`src/rtl/text_buffer_writer.sv`:
```
// text_buffer_writer: turns an ASCII stream into cursor-tracked text-buffer cell writes,
// handling LF/CR/BS/FF and clearing rows or the whole screen with spaces.
module text_buffer_writer #(
  parameter int COLS           = 80,
  parameter int ROWS           = 30,
  parameter bit CLEAR_ON_RESET = 1'b1
) (
  input  logic       clk,
  input  logic       reset,
  input  logic       in_valid,
  input  logic [6:0] in_char,
  output logic       in_ready,
  output logic       wr_en,
  output logic [6:0] wr_x,
  output logic [4:0] wr_y,
  output logic [6:0] wr_char,
  output logic [6:0] cursor_x,
  output logic [4:0] cursor_y,
  output logic       busy
);
  typedef enum logic [1:0] {IDLE, CLEAR_ROW, CLEAR_ALL} state_t;
  localparam state_t     RST_STATE = CLEAR_ON_RESET ? CLEAR_ALL : IDLE;
  localparam logic [6:0] XMAX = 7'(COLS - 1);
  localparam logic [4:0] YMAX = 5'(ROWS - 1);
  localparam logic [6:0] SP = 7'h20, LF = 7'h0A, CR = 7'h0D, BS = 7'h08, FF = 7'h0C;
  state_t     state_q, state_d;
  logic [6:0] cnt_x_q, cnt_x_d, cursor_x_q, cursor_x_d, wr_x_q, wr_x_d, wr_char_q, wr_char_d;
  logic [4:0] cnt_y_q, cnt_y_d, cursor_y_q, cursor_y_d, wr_y_q, wr_y_d;
  logic       wr_en_q, wr_en_d;
  logic       idle, acc, prt, last_x, last_y, eol;
  logic [4:0] y_adv;
  assign idle   = state_q == IDLE;
  assign acc    = in_valid && idle;
  assign prt    = in_char >= 7'h20 && in_char != 7'h7F;
  assign last_x = cnt_x_q == XMAX;
  assign last_y = cnt_y_q == YMAX;
  assign eol    = cursor_x_q == XMAX;
  assign y_adv  = cursor_y_q == YMAX ? 5'd0 : cursor_y_q + 5'd1;
  always_ff @(posedge clk or negedge reset) begin
    if (!reset) begin
      state_q    <= RST_STATE;
      cnt_x_q    <= '0;
      cnt_y_q    <= '0;
      cursor_x_q <= '0;
      cursor_y_q <= '0;
      wr_en_q    <= 1'b0;
      wr_x_q     <= '0;
      wr_y_q     <= '0;
      wr_char_q  <= SP;
    end else begin
      state_q    <= state_d;
      cnt_x_q    <= cnt_x_d;
      cnt_y_q    <= cnt_y_d;
      cursor_x_q <= cursor_x_d;
      cursor_y_q <= cursor_y_d;
      wr_en_q    <= wr_en_d;
      wr_x_q     <= wr_x_d;
      wr_y_q     <= wr_y_d;
      wr_char_q  <= wr_char_d;
    end
  end
  always_comb begin
    state_d = state_q;
    case (state_q)
      IDLE:      if (acc) state_d = (in_char == LF || (prt && eol)) ? CLEAR_ROW :
                                    in_char == FF ? CLEAR_ALL : IDLE;
      CLEAR_ROW: if (last_x) state_d = IDLE;
      CLEAR_ALL: if (last_x && last_y) state_d = IDLE;
      default:   state_d = IDLE;
    endcase
  end
  // Clear counters sit at zero in IDLE so every clear starts from column/row 0.
  always_comb begin
    cursor_x_d = cursor_x_q;
    cursor_y_d = cursor_y_q;
    cnt_x_d    = (idle || last_x) ? 7'd0 : cnt_x_q + 7'd1;
    cnt_y_d    = state_q != CLEAR_ALL ? 5'd0 : last_x ? (last_y ? 5'd0 : cnt_y_q + 5'd1) : cnt_y_q;
    wr_en_d    = !idle;
    wr_x_d     = idle ? wr_x_q : cnt_x_q;
    wr_y_d     = state_q == CLEAR_ALL ? cnt_y_q : state_q == CLEAR_ROW ? cursor_y_q : wr_y_q;
    wr_char_d  = idle ? wr_char_q : SP;
    if (acc) begin
      if (prt) begin
        wr_en_d    = 1'b1;
        wr_x_d     = cursor_x_q;
        wr_y_d     = cursor_y_q;
        wr_char_d  = in_char;
        cursor_x_d = eol ? 7'd0 : cursor_x_q + 7'd1;
        cursor_y_d = eol ? y_adv : cursor_y_q;
      end else if (in_char == LF) begin
        cursor_x_d = 7'd0;
        cursor_y_d = y_adv;
      end else if (in_char == CR) begin
        cursor_x_d = 7'd0;
      end else if (in_char == BS && cursor_x_q != 7'd0) begin
        cursor_x_d = cursor_x_q - 7'd1;
        wr_en_d    = 1'b1;
        wr_x_d     = cursor_x_q - 7'd1;
        wr_y_d     = cursor_y_q;
        wr_char_d  = SP;
      end else if (in_char == FF) begin
        cursor_x_d = 7'd0;
        cursor_y_d = 5'd0;
      end
    end
  end
  assign in_ready = reset && idle;
  assign busy     = !in_ready;
  assign wr_en    = wr_en_q;
  assign wr_x     = wr_x_q;
  assign wr_y     = wr_y_q;
  assign wr_char  = wr_char_q;
  assign cursor_x = cursor_x_q;
  assign cursor_y = cursor_y_q;
endmodule
```
`config.mk`:
```
export PLATFORM = sky130hd
export DESIGN_NAME = text_buffer_writer
export DESIGN_NICKNAME = d
export VERILOG_FILES = /design/src/rtl/text_buffer_writer.sv
export SDC_FILE = /design/constraint.sdc
export NUM_CORES = 1
export LEC_CHECK = 0
export ABC_AREA = 1
export CORE_MARGIN = 3
export CORE_UTILIZATION = 45
export DETAILED_ROUTE_END_ITERATION = 10
export PLACE_DENSITY = 0.75
export SYNTH_ARGS = -nofsm -noshare
export SYNTH_HDL_FRONTEND = slang
export SYNTH_SLANG_ARGS = --single-unit
```
`constraint.sdc`:
```
create_clock -name clk -period 1.91 [get_ports clk]
set_clock_uncertainty 0.15 [all_clocks]
set_input_delay 0.191 -clock clk [delete_from_list [all_inputs] [get_ports clk]]
set_output_delay 0.191 -clock clk [all_outputs]
set_load 0.01 [all_outputs]
```
==> impl_metrics.yaml, run 1 <==
critical_path:
  required_ns: 1.57
  reg2reg_to: "cursor_y[3]"
  critPathMaxFanout: 5
  regToRegSetupSlack_ns: 0.14
  slowest_delay_ns: 0.53
  crit_slowest_cell: "clkdlybuf4s50_1"
  r2r_start: "cursor_x[1]"
  worstSetupStartpointType: "flip-flop"
  cp-end-kind: "primary output"
  crit_chain: "buf_4 > clkdlybuf4s50_1"
  criticalPathCategory: "reg2out"
  critical_path_arrival_ns: 1.53
  reg2regPathDepth: 11
clock_tree:
  cts.clk_slew.worst_paths_ns: 0.09
  clock_sinks: 46
  cts_tree: "done"
  htree_levels: 2
  numCtsBuffers: 5
  cts_root_buf: "clkbuf_8"
  clk_latency_ns: 0.31
  cts_buffer_depth: 2
placed_design:
  dpl_cell_area_mm2: 0.00360
  io_buffers: 43
  gp_congestion: 0.906
  post-dp-hpwl_um: 5580
  pre_cts_ws_ns: -0.0659
route:
  top_layer: "met4"
  wl_met1_um: 3370
  dr_total_vias: 2762
  met2WireLength_um: 3430
  wire_per_inst_um: 13.3
  drtAntennaViolNets: 0
  drc: 0
  wl_met3_um: 274
  drt_wl_total_um: 7210
  first_iter_violations: 161
  dr.pass1.iters: 4
  viasPerCell: 5.09
worst_hold_path:
  whs_endpoint: "cnt_x_q[0]"
  worstHoldStart: "cnt_x_q[0]"
  hp-class: "reg2reg"
  whs_path_depth: 1
power:
  power.total_mw: 3.83
  power.leakage_nw: 1.85
  powerDensity_mw_per_mm2: 1020
  ir_drop_v: 0.000521
sta:
  final_max_slew_viol_count: 0
  holdWs_ns: 0.347
  final.setup.worst_slack_ns: 0.0403
  post-route-min-period_ns: 1.87
  worst_pin_slew_ns: 0.587
  hold_viol_final: 0
  fin_crit_sh: 0.979
  setup_viol: 0
  timing.fmax_mhz: 535
  fin_setup_tns_ns: 0
  slew_headroom: 0.609
  rsz0062_at_grt: "false"
floorplan:
  die_y_um: 87.8
  num_rows: 29
  die-area_mm2: 0.00771
  fp.dieW_um: 87.8
  start_util: 0.469
  pin_count: 44
  core-area_mm2: 0.00642
synthesis:
  synth_seq_cells: 46
  synth.distinct_cells: 37
  postSynthCellCount: 402
  avgSynthCellArea_um2: 7.49
  syn_area_mm2: 0.00301
  synth_fp_nets: 420
  yosys_warnings: 0
  ys_seq_area_frac: 0.383
finish:
  final_cell_area_mm2: 0.00376
  nFillCells: 599
  num_antenna_cells: 0
  layout-drive-gt1-share: 0.148
  fin_nets: 483
  final-seq-area_mm2: 0.00116
  syn2layout_area_growth_pct: 24.7
  multi_input_area_mm2: 0.00164
grt:
  grt_start_max_net_pins: 47
  grt_pass1_wl_um: 12400
  grt_pass1_vias: 2683
  antenna_found_initial: 0
  globalRouteTotalUtil: 0.202
  overflow: 0
flow_run:
  cap_violations: 0
run_status:
  status: "completed"
## power breakdown
part	internal, mW	leakage (nW)	switching, mW
Clock	0.258	0.0441	0.359
Combinational	0.856	1.20	0.942
Sequential	1.20	0.606	0.213
Total	2.31	1.85	1.51
## cells by family (layout without fill, tap and decap cells)
group,Yosys count,after routing,share of synthesized area
compound gates,46,46,0.0810
xor+xnor,9,9,0.0262
fa+ha+maj,8,8,0.0332
buf+inv,50,114,0.0801
flops,46,46,0.383
mux,3,3,0.00997
simple gates,240,240,0.387
## critical path: cells and delay by family, from the launching register on
kind | cells | cell delay [ns]
DFF | 1 | 0.49
buffers and inverters | 2 | 0.72
## cell usage in the layout (no fill, tap or decap), types with 5 or more instances in the layout
master             n
a21oi_1            8
buf_4             23
clkbuf_8           5
clkdlybuf4s50_1   40
dfrtp_1           42
ha_1               8
inv_1             34
nand2_1          136
nand2_4            5
nand3_1           38
nand4_1            7
nor2_1            25
nor2_2             6
nor2_4             6
o21ai_0           22
o21ai_1           10
xor2_1             9
## layout make-up
| cell class | instances | share of cell area |
|---|---|---|
| clock buffers | 5 | 0.0183 |
| repair buffers | 67 | 0.163 |
| multi-input cells | 306 | 0.437 |
| well taps | 77 | 0.0256 |
| clock inverters | 3 | 0.00566 |
| inverters | 39 | 0.0426 |
| flip-flops and latches | 46 | 0.308 |
## registers in the layout, summed over array words and instances (netlist names)
name	count
cnt_x_q	7
cursor_x	7
wr_char	7
wr_x	7
cnt_y_q	5
cursor_y	5
wr_y	5
state_q	2
wr_en	1
## worst max-delay path by stage
stage,from,end,slack [ns],depth (start not counted)
finish,cursor_x[5],cursor_x[5],0.04,2
detailed placement,in_char[3],wr_x[2],-0.07,9
global route,cursor_x[1],cursor_x[0],0.008,10
CTS,state_q[1],busy,0.03,3
floorplan,cursor_x[0],wr_x[3],0.09,11
global placement,in_char[2],wr_x[2],-0.04,9
## routing by layer
layer,track usage,vias up
met5,0,-
met4,0.0753,0
met3,0.0320,14
met2,0.320,65
met1,0.278,1260
li1,-,1423
## synth_stat cells
master | number | area share
a21oi_1 | 8 | 0.013
buf_2 | 5 | 0.0083
buf_4 | 2 | 0.0050
buf_6 | 2 | 0.0075
buf_8 | 1 | 0.0050
bufinv_8 | 1 | 0.0058
clkbuf_1 | 1 | 0.0012
clkinv_1 | 1 | 0.0012
dfrtp_1 | 44 | 0.37
dfstp_2 | 2 | 0.017
ha_1 | 8 | 0.033
inv_1 | 34 | 0.042
inv_2 | 3 | 0.0037
mux2i_1 | 3 | 0.010
nand2_1 | 138 | 0.17
nand2_2 | 1 | 0.0021
nand2_4 | 6 | 0.022
nand2_8 | 1 | 0.0066
nand3_1 | 38 | 0.063
nand3_2 | 3 | 0.010
nand3_4 | 2 | 0.012
nand3b_1 | 1 | 0.0025
nand4_1 | 7 | 0.015
nand4_2 | 1 | 0.0042
nand4_4 | 1 | 0.0071
nor2_1 | 27 | 0.034
nor2_2 | 5 | 0.010
nor2_4 | 5 | 0.019
nor3_1 | 2 | 0.0033
nor3b_1 | 1 | 0.0025
nor4_1 | 1 | 0.0021
o211ai_1 | 3 | 0.0075
o21a_1 | 2 | 0.0050
o21ai_0 | 23 | 0.038
o21ai_1 | 9 | 0.015
o22ai_1 | 1 | 0.0021
xor2_1 | 9 | 0.026
## timing repair
action,CTS,global route
resized for setup,2,9
hold endpoints to repair,44,0
setup buffers,1,2
pin swaps,1,0
setup endpoints to repair,2,19
hold buffers,1,0
## stage by stage
| step | instances | utilization |
|---|---|---|
| after floorplan | 402 | - |
| after global placement | 531 | 0.561 |
| after detailed placement | 531 | 0.561 |
| after CTS | 541 | 0.579 |
| after global routing | 543 | 0.585 |
| final | 543 | 0.585 |
Note: power is estimated with default switching activity, not from simulation.
==> run 2: changes to the inputs <==
Settings changed: SKIP_LAST_GASP from default to 1.
==> results of run 2 <==
The final DEF is identical to that of run 1; final timing and power are the same.
